[config.mk]
export PLATFORM = sky130hd
export DESIGN_NAME = mux4_rr_arbiter_flat
export DESIGN_NICKNAME = d
export VERILOG_FILES = /design/src/rtl/mux4_rr_arbiter_pkg.sv /design/src/rtl/mux4_rr_arbiter_if.sv /design/src/rtl/mux4_rr_arbiter_rr_pick.sv /design/src/rtl/mux4_rr_arbiter.sv /design/src/flat_wrapper.sv
export SDC_FILE = /design/constraint.sdc
export NUM_CORES = 1
export LEC_CHECK = 0
export BUFFER_PORTS_ARGS = -buffer_cell sky130_fd_sc_hd__buf_2
export CORE_AREA = 4 4 41 43
export DETAILED_ROUTE_END_ITERATION = 10
export DIE_AREA = 0 0 45 47
export HOLD_SLACK_MARGIN = 0.08
export PLACE_DENSITY = 0.81
export SETUP_SLACK_MARGIN = 0.3
export SYNTH_ARGS = -nofsm -noshare
export SYNTH_HDL_FRONTEND = slang
export SYNTH_HIERARCHICAL = 1
export SYNTH_SLANG_ARGS = --single-unit
[constraint.sdc]
create_clock -name clk -period 2.2 [get_ports clk]
set_clock_uncertainty 0.05 [all_clocks]
set_input_delay 0.44 -clock clk [delete_from_list [all_inputs] [get_ports clk]]
set_output_delay 0.44 -clock clk [all_outputs]
set_load 0.005 [all_outputs]
[src/rtl/mux4_rr_arbiter_pkg.sv]
// Shared types and constants for the 4-requester round-robin arbiter in front of _4x1Mux.
// Optional grant-hold timeout is enabled by defining MUX4_ARB_TIMEOUT_EN.
package mux4_arb_pkg;

  localparam int unsigned N_REQ = 4;
  localparam int unsigned IDX_W = 2;
  localparam int unsigned CNT_W = 4;

  typedef enum logic {
    ST_IDLE = 1'b0,
    ST_BUSY = 1'b1
  } state_t;

  typedef logic [N_REQ-1:0] req_vec_t;
  typedef logic [IDX_W-1:0] idx_t;

  function automatic req_vec_t idx_to_onehot(input idx_t idx);
    return req_vec_t'(1) << idx;
  endfunction

endpackage

[src/rtl/mux4_rr_arbiter_if.sv]
// Request/grant and mux-control bundle between the requesters and the arbiter.
interface mux4_rr_arbiter_if;
  import mux4_arb_pkg::*;

  req_vec_t req;
  req_vec_t gnt;
  logic     s0;
  logic     s1;
  logic     enable;
  logic     busy;

  modport master (output req, input gnt, s0, s1, enable, busy);
  modport slave  (input req, output gnt, s0, s1, enable, busy);

endinterface

[src/rtl/mux4_rr_arbiter_rr_pick.sv]
// Combinational round-robin search: first eligible request after i_ptr, wrapping to i_ptr last.
module rr_pick
  import mux4_arb_pkg::*;
(
  input  req_vec_t i_req,
  input  idx_t     i_ptr,
  input  req_vec_t i_excl,
  output logic     o_found,
  output idx_t     o_idx
);

  req_vec_t w_cand;

  assign w_cand = i_req & ~i_excl;

  // Walk from farthest to nearest so the nearest candidate after i_ptr is the last write.
  always_comb begin
    o_found = 1'b0;
    o_idx   = '0;
    for (int k = N_REQ; k >= 1; k--) begin
      if (w_cand[i_ptr + IDX_W'(k)]) begin
        o_found = 1'b1;
        o_idx   = i_ptr + IDX_W'(k);
      end
    end
  end

endmodule

[src/rtl/mux4_rr_arbiter.sv]
// Round-robin arbiter driving _4x1Mux select/enable; grants held while the holder requests.
// Define MUX4_ARB_TIMEOUT_EN to force rotation after MAX_HOLD busy cycles when others wait.
module mux4_rr_arbiter
  import mux4_arb_pkg::*;
#(
  parameter int unsigned MAX_HOLD = 4
) (
  input  logic               clk,
  input  logic               reset,
  mux4_rr_arbiter_if.slave   bus
);

  if (MAX_HOLD == 0 || MAX_HOLD > 15) begin : g_bad_max_hold
    $error("mux4_rr_arbiter: MAX_HOLD must be in 1..15");
  end

  state_t   r_state, w_state_nxt;
  req_vec_t r_gnt,   w_gnt_nxt;
  idx_t     r_sel,   w_sel_nxt;
  idx_t     r_ptr,   w_ptr_nxt;
  req_vec_t w_excl;
  logic     w_found;
  idx_t     w_idx;
  logic     w_holder_req;
  logic     w_timeout;
  logic     w_load;

  // During BUSY the holder is excluded so any re-arbitration moves the grant elsewhere.
  assign w_excl       = (r_state == ST_BUSY) ? r_gnt : '0;
  assign w_holder_req = |(bus.req & r_gnt);

`ifdef MUX4_ARB_TIMEOUT_EN
  logic [CNT_W-1:0] r_hold, w_hold_nxt;
  logic             w_others;

  assign w_others  = |(bus.req & ~r_gnt);
  assign w_timeout = w_others && (r_hold >= CNT_W'(MAX_HOLD - 1));
`else
  assign w_timeout = 1'b0;
`endif

  rr_pick u_pick (
    .i_req   (bus.req),
    .i_ptr   (r_ptr),
    .i_excl  (w_excl),
    .o_found (w_found),
    .o_idx   (w_idx)
  );

  always_ff @(posedge clk or posedge reset) begin
    if (reset) begin
      r_state <= ST_IDLE;
      r_gnt   <= '0;
      r_sel   <= '0;
      r_ptr   <= IDX_W'(N_REQ - 1);
`ifdef MUX4_ARB_TIMEOUT_EN
      r_hold  <= '0;
`endif
    end else begin
      r_state <= w_state_nxt;
      r_gnt   <= w_gnt_nxt;
      r_sel   <= w_sel_nxt;
      r_ptr   <= w_ptr_nxt;
`ifdef MUX4_ARB_TIMEOUT_EN
      r_hold  <= w_hold_nxt;
`endif
    end
  end

  always_comb begin
    w_state_nxt = r_state;
    w_gnt_nxt   = r_gnt;
    w_sel_nxt   = r_sel;
    w_ptr_nxt   = r_ptr;
    w_load      = 1'b0;
`ifdef MUX4_ARB_TIMEOUT_EN
    w_hold_nxt  = r_hold;
`endif
    case (r_state)
      ST_IDLE: begin
        if (w_found) w_load = 1'b1;
      end
      ST_BUSY: begin
        if (!w_holder_req || w_timeout) begin
          if (w_found) begin
            w_load = 1'b1;
          end else begin
            w_state_nxt = ST_IDLE;
            w_gnt_nxt   = '0;
          end
        end
`ifdef MUX4_ARB_TIMEOUT_EN
        else if (r_hold < CNT_W'(MAX_HOLD)) begin
          w_hold_nxt = r_hold + CNT_W'(1);
        end
`endif
      end
      default: begin
        w_state_nxt = ST_IDLE;
        w_gnt_nxt   = '0;
      end
    endcase
    if (w_load) begin
      w_state_nxt = ST_BUSY;
      w_gnt_nxt   = idx_to_onehot(w_idx);
      w_sel_nxt   = w_idx;
      w_ptr_nxt   = w_idx;
`ifdef MUX4_ARB_TIMEOUT_EN
      w_hold_nxt  = '0;
`endif
    end
  end

  assign bus.gnt    = r_gnt;
  assign bus.s0     = r_sel[0];
  assign bus.s1     = r_sel[1];
  assign bus.enable = (r_state == ST_BUSY);
  assign bus.busy   = (r_state == ST_BUSY);

endmodule

[src/flat_wrapper.sv]
// flat-port wrapper written by rule: the top's interface ports become plain ports
module mux4_rr_arbiter_flat import mux4_arb_pkg::*;
#(
  parameter int unsigned MAX_HOLD = 4
)
  (clk, reset, bus_req, bus_gnt, bus_s0, bus_s1, bus_enable, bus_busy);
  mux4_rr_arbiter_if bus_i ();
  input  logic clk;
  input  logic reset;
  input wire logic [$bits(bus_i.req)-1:0] bus_req;
  output wire logic [$bits(bus_i.gnt)-1:0] bus_gnt;
  output wire logic [$bits(bus_i.s0)-1:0] bus_s0;
  output wire logic [$bits(bus_i.s1)-1:0] bus_s1;
  output wire logic [$bits(bus_i.enable)-1:0] bus_enable;
  output wire logic [$bits(bus_i.busy)-1:0] bus_busy;
  assign bus_i.req = bus_req;
  assign bus_gnt = bus_i.gnt;
  assign bus_s0 = bus_i.s0;
  assign bus_s1 = bus_i.s1;
  assign bus_enable = bus_i.enable;
  assign bus_busy = bus_i.busy;
  mux4_rr_arbiter #(.MAX_HOLD(MAX_HOLD)) u_core (.clk(clk), .reset(reset), .bus(bus_i));
endmodule
After elaboration in Yosys (flattened, before gate mapping). Index checks and enable logic that the tools add are counted.

Bits of input ports: 6. Output and inout bits: 8. Word-level logic and storage cells: 48. Bits in registers: 9.

$add $sub $neg: 3. Reductions and logical operators: 3. Shifts and indexed selects: 1. Magnitude comparators: 4. Equality and inequality tests: 2. Multiplexer cells: 27. Bitwise logic cells: 4.

Operators with widths (count): 4-bit 2-to-1 mux (5); 1-bit 2-to-1 mux (13); 2-bit by 3-bit < comparator with 1-bit output, second input constant (4); 4-bit AND (2); 1-bit binary-select mux with 2-bit select (4); 2-bit 2-to-1 mux (4); 2-bit adder, second input constant (2); 4-bit inverter (1); 4-bit OR reduction (1); 1-bit by 2-bit << shifter with 4-bit output, first input constant (1); 3-bit AND reduction (1); 2-bit by 1-bit adder with 2-bit output, second input constant (1); 2-bit by 1-bit inequality test with 1-bit output, second input constant (1); 2-bit inequality test, second input constant (1); 1-bit case mux with 2 select lines (1); 2-bit nonzero test (1); 1-bit inverter (1).

Depth between registers and ports, before layout.
Depth after elaboration: 14. Depth in mapped cells: 9. Depth with buffers taken out: 8.

Modules after synthesis. The synthesis kept the hierarchy.

Modules (own cells, without submodules): mux4_rr_arbiter (instances 1, sequential area each 227.7 µm², area each 500.5 µm², cells an instance 48); rr_pick (instances 1, sequential area each 0.0 µm², area each 123.9 µm², cells an instance 18).

Worst setup path before layout. OpenSTA, ideal clock, no wires.

Path kind: register to register. From: reg u_core.r_state, in the netlist u_core/bus.busy. To: reg u_core.r_ptr[1]. Clock period less this slack: 1682 ps. Path buffers: 2. Setup slack: 518 ps. Arrival time: 1550 ps. Cell stages (with the launch flop): 9. Setup time: 81 ps. Data required time: 2069 ps. Path through: dfrtp_1 -> buf_2 -> and2_2 -> nor2b_1 -> nor2_1 -> nand3_1 -> clkbuf_1 -> nand2_1 -> o211ai_1.

Word-level cells in the longest chain between the ends: 12. Elaborated cells on any way between the ends: 23. Classes of those cells: mux: 20; bitwise: 3.

Ends and longest elaborated chain: start: declaration (RTL line mux4_rr_arbiter.sv:17) `state_t r_state, w_state_nxt;`; start signal: assignment (RTL line mux4_rr_arbiter.sv:60) `r_state <= w_state_nxt;`; 4-bit 2-to-1 mux * (RTL line mux4_rr_arbiter.sv:29) `assign w_excl = (r_state == ST_BUSY) ? r_gnt : '0;`; via u_core.w_excl[2] (RTL line mux4_rr_arbiter.sv:21) `req_vec_t w_excl;`; 4-bit inverter * (RTL line mux4_rr_arbiter_rr_pick.sv:14) `assign w_cand = i_req & ~i_excl;`; 4-bit AND * (RTL line mux4_rr_arbiter_rr_pick.sv:14); 1-bit binary-select mux with 2-bit select (RTL line mux4_rr_arbiter_rr_pick.sv:21) `if (w_cand[i_ptr + IDX_W'(k)]) begin`; 1-bit 2-to-1 mux (not written as such) (RTL line mux4_rr_arbiter_rr_pick.sv:21); 1-bit 2-to-1 mux (3 in series) (RTL line mux4_rr_arbiter_rr_pick.sv:21); 1-bit 2-to-1 mux * (RTL line mux4_rr_arbiter_rr_pick.sv:21); via u_core.w_found (RTL line mux4_rr_arbiter.sv:22) `logic w_found;`; 1-bit 2-to-1 mux * (RTL line mux4_rr_arbiter.sv:81, mux4_rr_arbiter.sv:85); 1-bit 2-to-1 mux (RTL line mux4_rr_arbiter.sv:84) `if (!w_holder_req || w_timeout) begin`; 1-bit case mux with 2 select lines * (RTL line mux4_rr_arbiter.sv:79) `case (r_state)`; end signal: assignment (RTL line mux4_rr_arbiter.sv:55) `r_ptr <= IDX_W'(N_REQ - 1);`; end signal: assignment (RTL line mux4_rr_arbiter.sv:63) `r_ptr <= w_ptr_nxt;`; end: declaration (RTL line mux4_rr_arbiter.sv:20) `idx_t r_ptr, w_ptr_nxt;`.

Mark *: on every way through the listed nets, which the timed path passes. The rest lies on a longest branch. The select of a mux whose other input is x is not followed. A chain may end at the register's enable or synchronous reset.

Worst setup path in the final report.
From: reg u_core.r_state, in the netlist u_core/bus.busy. To: reg u_core.r_sel[0].

Elaborated cells on any way between the ends: 23. Classes of those cells: mux: 20; bitwise: 3.

RTL lines: 4-bit 2-to-1 mux * (RTL line mux4_rr_arbiter.sv:29); via u_core.w_excl[1] (RTL line mux4_rr_arbiter.sv:21); 4-bit inverter * (RTL line mux4_rr_arbiter_rr_pick.sv:14); 4-bit AND * (RTL line mux4_rr_arbiter_rr_pick.sv:14); 1-bit binary-select mux with 2-bit select (RTL line mux4_rr_arbiter_rr_pick.sv:21); 1-bit 2-to-1 mux (not written as such) (RTL line mux4_rr_arbiter_rr_pick.sv:21); 2-bit 2-to-1 mux (3 in series) (RTL line mux4_rr_arbiter_rr_pick.sv:21); 2-bit 2-to-1 mux * (RTL line mux4_rr_arbiter_rr_pick.sv:21); via u_core.w_idx[0] (RTL line mux4_rr_arbiter.sv:23) `idx_t w_idx;`; end signal: assignment (RTL line mux4_rr_arbiter.sv:62) `r_sel <= w_sel_nxt;`; end: declaration (RTL line mux4_rr_arbiter.sv:19) `idx_t r_sel, w_sel_nxt;`.

Marks and branches as above.

==> impl_results.md <==
* Status: complete, no violations
* Ranking of synthesized cells by area: dfrtp_1, o211ai_1, dfstp_2
* CTS clk-pin slew, worst paths at 60 ps
* Critical path depth at 6
* WL met2 at 693 um
* Syn nets at 72
* Worst hold stages at 1
* CTS tree: yes
* Layout cells sized above 1 at 38.75%
* Filler cells at 125
* Critical Path Sink Type: register
* Die ar. at 2115 um^2
* Met3 Routed Length at 45 um
* R2r setup slk at 500 ps
* Worst setup path category: register to register
* CTS max path bufs at 2
* RSZ-0062 raised after global routing: false
* Final hold vios at 0
* CTS buffer count at 3
* TritonCTS Sinks at 9
* Hold Path End: u_core/bus.gnt[1]
* ANT cells at 0
* Placed Cells at 90
* DR vias at 553
* Grt total ovfl at 0
* Gr usage total at 15.70%
* Die Y at 47 um
* Std cell rows at 13
* Crit path buffers/inverters at 0
* 1st-iter DRT viols at 15
* Synthesis-to-layout area growth at 17.03%
* Initial antenna violation count at 0
* Crit-path cells: and2_1 > nand2b_4 > o22a_1 > o211ai_2 > nand2_1 > o211ai_1
* Synthesized flop and latch total at 9
* Sequential area share after synthesis at 36.47%
* Synth unique cells at 30
* I/O pin cnt at 14
* Setup violators final at 0
* Worst-case vdd ir drop at 0.6825 mV
* Max Cap Violations at 0
* TNS Setup at 0 ps
* Crit path DAT at 1820 ps
* Slew Limit Fails at 0
* Placer Congestion at 0.7870
* First-pass GRT wire length at 2415 um
* Root Driver: clkbuf_4
* Leakage at 0.0003202 uW
* Largest net degree at the start of global routing at 14
* TritonRoute pass-1 iters at 4
* Final wirelength at 1366 um
* FF-to-FF path depth at 6
* Slew @ Worst Pin at 333.1 ps
* Vias per cell at 5.821
* Req. time, crit path at 2320 ps
* Mapped Avg Cell Area at 9.460 um^2
* Highest routed layer: met4
* Power per cell area at 1323 nW/um^2
* Worst path slowest cell: dfrtp_2
* Post-synthesis cell area at 624.3 um^2
* Avg WL per Cell at 14.38 um
* Length of routed wiring on met1 at 590 um
* Synth Warn # at 6
* Worst relative slew slack at 77.77%
* Vias in the first global route at 536
* Die width at 45 um
* Final #Nets at 87
* H-tree level count at 1
* Top_reg_cell synth: dfrtp_1
* Non-Filler Instances at 95
* Worst hold start: u_core/bus.gnt[1]
* FF-to-FF End: u_core/r_sel[0]
* Period utilization at 77.38%
* Starting density of the core at 47.98%
* Crit path launch type: register
* Ys async rst share at 100.0%
* CP delay by family, top: compound AO/OA/AOI/OAI gates
* Post-synth top area share at 28.06%
* Post-synth EDFFs at 0
* Worst-Skew Late Latency at 260 ps
* Post-DP HPWL at 1028 um
* Worst hold path class: register to register
* Post-Syn Instances at 66
* CP max FO at 13
* Max incr delay on CP at 490 ps
* Maximum clock frequency at 587.4 MHz
* # DRC at 0
* Period minus WS final at 1702 ps
* Quantity of I/O buffers inserted on ports at 13
* Area leader, netlist: dfrtp_1
* Core area at 1301 um^2
* Count of antenna-violating nets left after detailed routing at 0
* R2R Path Start: u_core/bus.busy
-- cell type report --
type	count	area (um^2)	area share, %
Inverter	3	11.26	1.541
Clock inverter	1	5.005	0.6849
Multi-Input combinational cell	50	369.1	50.51
Timing Repair Buffer	14	75.07	10.27
Clock buffer	3	22.52	3.082
Tap cell	15	18.77	2.568
Sequential cell	9	229.0	31.34
-- state kept, by name, summed over array words and instances (netlist names) --
| signal | count |
|---|---|
| u_core/bus.busy | 1 |
| u_core/r_ptr | 2 |
| u_core/r_sel | 2 |
| u_core/bus.gnt | 4 |
-- cell usage in the layout (no fill, tap or decap), drive strengths merged --
master,Yosys,layout
o32ai,1,1
o22a,1,1
inv,3,3
clkbuf,1,3
a21oi,2,2
buf,3,13
or2,1,1
o31a,1,1
and2,4,4
dfrtp,7,7
o21ai,1,1
nor2,4,4
dlygate4sd3,0,1
dfstp,2,2
nand2,5,5
nand2b,8,8
clkinv,0,1
nand3b,2,2
o21a,1,1
o211ai,9,9
a22o,2,2
nor2b,2,2
nand3,2,2
o2bb2ai,4,4
-- worst register-to-register path, stage by stage (launching register included) --
cell and delay, ps:
dfrtp_2 490, and2_1 180, nand2b_4 160, o22a_1 210
o211ai_2 220, nand2_1 120, o211ai_1 180
-- synth_stat cells (2+ instances only) --
master     number
dfstp_2         2
o211ai_1        8
nand2b_4        2
a21oi_1         2
nand3b_1        2
dfrtp_1         7
nand2b_1        6
and2_1          3
nand3_1         2
nor2_1          3
o2bb2ai_1       4
nand2_1         5
inv_1           3
-- logic make-up after synthesis --
group | Yosys count | share of synthesized area, %
compound gates | 22 | 29.46
buf+inv | 7 | 6.211
flops | 9 | 36.47
simple gates | 28 | 27.86
-- metrics by stage --
step	total power (uW)	setup slack (ps)	hold WS, ps	instance area (um^2)	util [%]
3_3_place_gp	807.2	370.3	358.4	680.7	52.31
3_5_place_dp	825.4	325.6	360.8	680.7	52.31
2_1_floorplan	714.6	518.4	216.5	624.3	-
6_report	966.4	497.6	491.3	730.7	56.15
5_1_grt	1048	355.4	522.8	730.7	56.15
4_1_cts	957.6	305.6	492.1	718.2	55.19
-- worst max-delay path by stage --
| stage | start | to |
|---|---|---|
| after floorplan | u_core/bus.busy | u_core/r_ptr[1] |
| after global placement | u_core/bus.busy | u_core/bus.gnt[3] |
| after global routing | u_core/bus.busy | u_core/bus.gnt[3] |
| after CTS | u_core/bus.busy | u_core/bus.gnt[3] |
| final | u_core/bus.busy | u_core/r_sel[0] |
| after detailed placement | u_core/bus.busy | u_core/bus.gnt[3] |
-- what timing repair did --
action / 4_1_cts / 5_1_grt
setup endpoints to repair: 0 / 9
setup buffers: 0 / 0
endpoints found under the hold margin: 7 / 0
hold buffers: 1 / 0
gates resized for setup: 0 / 4
-- metal layers --
metal  up-vias  global-route usage, %
li1        270                      -
met1       266                  20.05
met2        13                  25.14
met3         4                  2.682
met4         0                  8.772
met5         -                      0
-- power breakdown --
part | internal (uW) | switching (uW) | total [uW]
combinational | 243 | 262 | 506
sequential | 254 | 81.9 | 335
clock | 67.0 | 58.2 | 125
Power figures use the tool's default switching activity.
